<file path="src/rtl/fetch_unit.sv">
// fetch_unit: single-outstanding instruction fetcher with branch redirect and decode handshake
module fetch_unit #(
  parameter logic [15:0] RESET_PC = 16'h0000
) (
  input  logic        clk,
  input  logic        rst_n,
  output logic        o_mem_req,
  output logic [15:0] o_mem_addr,
  input  logic        i_mem_ack,
  input  logic [15:0] i_mem_rdata,
  output logic [15:0] o_instr,
  output logic [15:0] o_instr_pc,
  output logic        o_instr_valid,
  input  logic        i_instr_ready,
  input  logic        i_branch_en,
  input  logic [15:0] i_branch_target
);
  typedef enum logic [1:0] {FETCH, DRAIN, HOLD} state_t;
  state_t      r_state, w_state;
  logic [15:0] r_fetch_pc, w_fetch_pc;
  logic [15:0] r_pend_pc, w_pend_pc;
  logic [15:0] r_instr, w_instr;
  logic [15:0] r_instr_pc, w_instr_pc;
  always_ff @(posedge clk or negedge rst_n) begin
    if (!rst_n) begin
      r_state    <= FETCH;
      r_fetch_pc <= RESET_PC;
      r_pend_pc  <= 16'h0000;
      r_instr    <= 16'h0000;
      r_instr_pc <= 16'h0000;
    end else begin
      r_state    <= w_state;
      r_fetch_pc <= w_fetch_pc;
      r_pend_pc  <= w_pend_pc;
      r_instr    <= w_instr;
      r_instr_pc <= w_instr_pc;
    end
  end
  // DRAIN keeps the bus request up until the stale ack arrives, then jumps to the pending target
  always_comb begin
    w_state    = r_state;
    w_fetch_pc = r_fetch_pc;
    w_pend_pc  = r_pend_pc;
    w_instr    = r_instr;
    w_instr_pc = r_instr_pc;
    case (r_state)
      FETCH: begin
        if (i_mem_ack && i_branch_en) begin
          w_fetch_pc = i_branch_target;
        end else if (i_mem_ack) begin
          w_instr    = i_mem_rdata;
          w_instr_pc = r_fetch_pc;
          w_fetch_pc = r_fetch_pc + 16'd1;
          w_state    = HOLD;
        end else if (i_branch_en) begin
          w_pend_pc = i_branch_target;
          w_state   = DRAIN;
        end
      end
      DRAIN: begin
        if (i_mem_ack) begin
          w_fetch_pc = i_branch_en ? i_branch_target : r_pend_pc;
          w_state    = FETCH;
        end else if (i_branch_en) begin
          w_pend_pc = i_branch_target;
        end
      end
      HOLD: begin
        if (i_branch_en) begin
          w_fetch_pc = i_branch_target;
          w_state    = FETCH;
        end else if (i_instr_ready) begin
          w_state = FETCH;
        end
      end
      default: w_state = FETCH;
    endcase
  end
  assign o_mem_req     = (r_state != HOLD);
  assign o_mem_addr    = r_fetch_pc;
  assign o_instr_valid = (r_state == HOLD);
  assign o_instr       = r_instr;
  assign o_instr_pc    = r_instr_pc;
endmodule

</file>
<file path="config.mk">
export PLATFORM = sky130hd
export DESIGN_NAME = fetch_unit
export DESIGN_NICKNAME = d
export VERILOG_FILES = /design/src/rtl/fetch_unit.sv
export SDC_FILE = /design/constraint.sdc
export NUM_CORES = 1
export LEC_CHECK = 0
export BUFFER_PORTS_ARGS = -buffer_cell sky130_fd_sc_hd__buf_2
export CAP_MARGIN = 0
export CORE_ASPECT_RATIO = 0.75
export CORE_UTILIZATION = 48
export DETAILED_ROUTE_END_ITERATION = 7
export PLACE_DENSITY = 0.83
export SLEW_MARGIN = 10
export SYNTH_ARGS = -nofsm -noshare
export SYNTH_HDL_FRONTEND = slang
export SYNTH_SLANG_ARGS = --single-unit
</file>
<file path="constraint.sdc">
create_clock -name clk -period 1.9 [get_ports clk]
set_clock_uncertainty 0.05 [all_clocks]
set_input_delay 0.095 -clock clk [delete_from_list [all_inputs] [get_ports clk]]
set_output_delay 0.095 -clock clk [all_outputs]
set_load 0.01 [all_outputs]
</file>
# Word level (Yosys, flattened, before mapping)
# Index checks and enable logic that the tools add are counted.
# Widths: inputs -> output; s select.
# totals
reg_bits,66
wordCells,40
# op_classes
bitwise_logic,1
mux,16
addsub,1
n_reduce_logical,8
n_eq_ne,9
# op_table
cell,count
$mux 16,7
$pmux 16 s3,1
$pmux 16 s2,1
$add 16x1->16 const B,1
$mux 2,6
$reduce_and 4->1,2
$ne 2x2->1 const B,3
$ne 3x3->1 const B,2
$pmux 2 s3,1
$ne 3x1->1 const B,1
$reduce_and 3->1,1
$reduce_bool 3->1,1
$eq 2x1->1 const B,1
$eq 2x2->1 const B,1
$logic_not 2->1,1
$ne 2x1->1 const B,1
$reduce_and 2->1,1
$reduce_bool 2->1,1
$logic_and 1x1->1,1
$not 1->1,1

# Depth between registers and ports, before layout
# logic_depth
depth_word,4
depth_mapped,8

# Worst setup path after synthesis
# Ideal clock, no wire load.
# synth_path
path_kind,reg-to-reg
start,register r_state[1]
end,"register r_fetch_pc[0], in the netlist o_mem_addr[0]"
arrival_time_ns,1.846
setup_slack_ns,-0.147
required_ns,1.699
path_stages_with_launch,9
path_cell_list,dfrtp_1 > inv_1 > ha_1 > buf_6 > o21ba_1 > or3_1 > buf_4 > a2111oi_4 > a311oi_1
# synth_via
elab_chain_len,3
word_cells_on_any_way,9
# synth_rtl
element,line,source
from (decl),19,"state_t r_state, w_state;"
from (signal assigned),32,r_state <= w_state;
"$eq 2x2->1, or another cell as far along",46,case (r_state)
"$ne 2x1->1 (no source line), or another cell as far along",-,
$reduce_and 4->1 (no source line),-,
to (signal assigned),33,r_fetch_pc <= w_fetch_pc;
to (decl),20,"logic [15:0] r_fetch_pc, w_fetch_pc;"
# Parallel ways exist; a longest one is shown, timed or not.
# A chain may end at the register's enable or synchronous reset.

# Final worst setup path
# layout_path
start,register r_state[0]
end,"register r_fetch_pc[9], in the netlist o_mem_addr[9]"
# The elaborated chain is that of the path after synthesis.

==> flow_metrics.tcl <==
set metrics [dict create \
    status "finished, final reports clean" \
    hold_viol 0 \
    antenna_cells 0 \
    dp_cells 504 \
    core-area_sq_um 6900 \
    synth_area_sq_um 3480 \
    first_pass_iters 5 \
    worstPathRequired_ns 2.11 \
    overflow 0 \
    via_per_inst 5.93 \
    grt-busiest-layer "met2" \
    start_util_pct 50.4 \
    grt.total_usage_pct 29.6 \
    maxCapViolCount 0 \
    instances_no_fill 559 \
    die_w_um 100 \
    synth_area_per_cell_sq_um 11.1 \
    h-tree-depth 3 \
    regToRegStartpoint "r_state[0]" \
    n_fill_cell 507 \
    yosys.cell_count.top_type "dfrtp_1" \
    placed_area_sq_um 4200 \
    wl_per_cell_um 18.9 \
    gp_congestion 0.947 \
    setup_ws_ns 0.0377 \
    fp-row-count 26 \
    worstSetupPathType "reg2reg" \
    drive_gt1_share_pct 44.0 \
    yosysTopAreaCellShare_pct 47.5 \
    nets 498 \
    synth_area_leaders "dfrtp_1, mux2_2, nand2_1, ha_1, a21oi_1" \
    cts_buffers 9 \
    die_h_um 75.7 \
    min_path_cells 2 \
    powerDensity_nw_per_um2 1800 \
    synth_seq_area_share_pct 47.5 \
    die_area_sq_um 7590 \
    synthesis.nets 355 \
    period_needed_ns 1.86 \
    vdd_drop_max_uv 939 \
    antenna_found_initial 0 \
    root_buffer "clkbuf_8" \
    grt_pass1_wl_um 16500 \
    io_buffers 86 \
    endpoint_kind "register" \
    use_met3_pct 9.45 \
    netlist_instances 313 \
    slew_headroom_pct 68.0 \
    crit_fanout 5 \
    use_met2_pct 47.9 \
    synth_flop_cell "dfrtp_1" \
    synth_top_area_cell "dfrtp_1" \
    finalPower_mw 8.68 \
    ios 87 \
    slew_violations 0 \
    hold_end "r_pend_pc[0]" \
    grt_max_degree 67 \
    rr_endpoint "o_mem_addr[9]" \
    cts_tree "done" \
    yosys_warnings 0 \
    synth_edf_count 0 \
    worstMarginPinSlew_ns 0.478 \
    synthDistinctLibCells 50 \
    drtIter0Drc 311 \
    min_from "i_branch_target[0]" \
    vias 3316 \
    ys_seq_elements 66 \
    rsz0062_at_grt "true" \
    finalWirelength_um 10500 \
    ff2ff_path_depth 5 \
    arrival_ns 2.07 \
    async_flop_share_pct 100 \
    leakage_nw 2.17 \
    ys_top_cells_by_count "dfrtp_1, mux2_2, nand2_1, nor2_1, a21oi_1" \
    dp_slack_ns -0.0454 \
    clk_pin_slew_ns 0.08 \
    place_hpwl_um 6500 \
    max_freq_mhz 537 \
    setup_viol 0 \
    final_area_sq_um 4820 \
    grt_pass1_vias 3260 \
    grtUsageMet1_pct 36.5 \
    ant_nets 0 \
    syn_to_final_growth_pct 38.6 \
    r2r_slack_ns 0.04 \
    worstSetupStartpointType "register" \
    period_share_pct 98.0 \
    clock_latency_ns 0.37 \
    cts_sinks 66 \
    hold_path_class "in2reg" \
    drc 0 \
    setup_tns_ns 0 \
    clockBufferDepth 2 \
]
-- logic make-up after synthesis --
family | share of synthesized area (%)
simple gates | 11.2
compound gates | 16.4
flops | 47.5
mux | 18.2
buf+inv | 3.85
fa+ha+maj | 1.80
xor+xnor | 1.01
-- area by class of cell --
cell class | count | area (sq um) | share of cell area (%)
Inverter | 7 | 26.3 | 0.545
Sequential cell | 66 | 1650 | 34.3
Tap cell | 98 | 123 | 2.54
Timing Repair Buffer | 151 | 1040 | 21.5
Clock buffer | 10 | 138 | 2.86
Multi-Input combinational cell | 221 | 1770 | 36.8
Clock inverter | 6 | 72.6 | 1.51
-- where the power goes --
group | switching [mW] | internal, mW
Sequential | 0.569 | 2.13
Clock | 0.606 | 0.654
Combinational | 2.43 | 2.28
Total | 3.61 | 5.07
-- layer usage --
layer  vias up  part of all wire [%]
met3        32                   8.7
met5         -                     0
met2       197                    47
li1       1471                     -
met1      1616                    41
met4         0                   2.9
-- worst max-delay path by stage --
stage               start  slack (ns)  cells past startpoint       endpoint
6_report       r_state[0]        0.04                      5  o_mem_addr[9]
3_3_place_gp   r_state[0]        0.02                      5  o_mem_addr[9]
5_1_grt        r_state[1]       -0.03                      7  o_mem_addr[1]
2_1_floorplan  r_state[1]       -0.07                      7  o_mem_addr[9]
3_5_place_dp   r_state[0]       -0.05                      5  o_mem_addr[5]
4_1_cts        r_state[0]       0.006                      5  o_mem_addr[5]
-- flip-flops by register name (all words and copies together) (netlist names) --
signal	cells
o_instr	16
o_instr_pc	16
o_mem_addr	16
r_pend_pc	16
r_state	2
-- stage by stage --
stage	utilization [%]	hold slack, ns
6_report	69.9	0.0251
4_1_cts	68.8	0.00455
5_1_grt	69.9	0.0220
2_1_floorplan	-	-0.251
3_3_place_gp	60.9	0.0849
3_5_place_dp	60.9	0.0911
-- critical path, stage by stage (launching register included) --
cell,delay [ns]
dfrtp_1,0.41
buf_4,0.15
ha_4,0.17
o21ba_4,0.24
or3_4,0.38
a221o_1,0.35
-- layout by cell type, fill, tap and decap left out, types with 3 or more instances in the layout --
cell and count:
a21oi_1 12, a221o_1 4, a221oi_1 6, a22o_1 6
a22oi_1 3, a311oi_1 3, a31oi_1 3, and2_1 3
buf_12 3, buf_2 86, buf_4 30, clkbuf_8 10
dfrtp_1 66, dlygate4sd3_1 32, inv_1 5, mux2_2 51
mux2i_1 6, nand2_1 25, nand3_1 6, nand4_1 5
nor2_1 16, nor3_1 4, o211ai_1 4, o21ai_0 8
o221ai_1 3, o2bb2ai_1 3, o31ai_1 3, or3_1 3
or3_4 3, xnor2_1 3
-- repair_timing --
action / 4_1_cts / 5_1_grt
setup buffers: 0 / 5
gates resized for setup: 3 / 6
endpoints found under the setup margin: 8 / 11
cloned: 1 / 1
hold buffers: 32 / 0
pin swaps: 1 / 2
endpoints found under the hold margin: 97 / 0
Power figures use the tool's default switching activity.
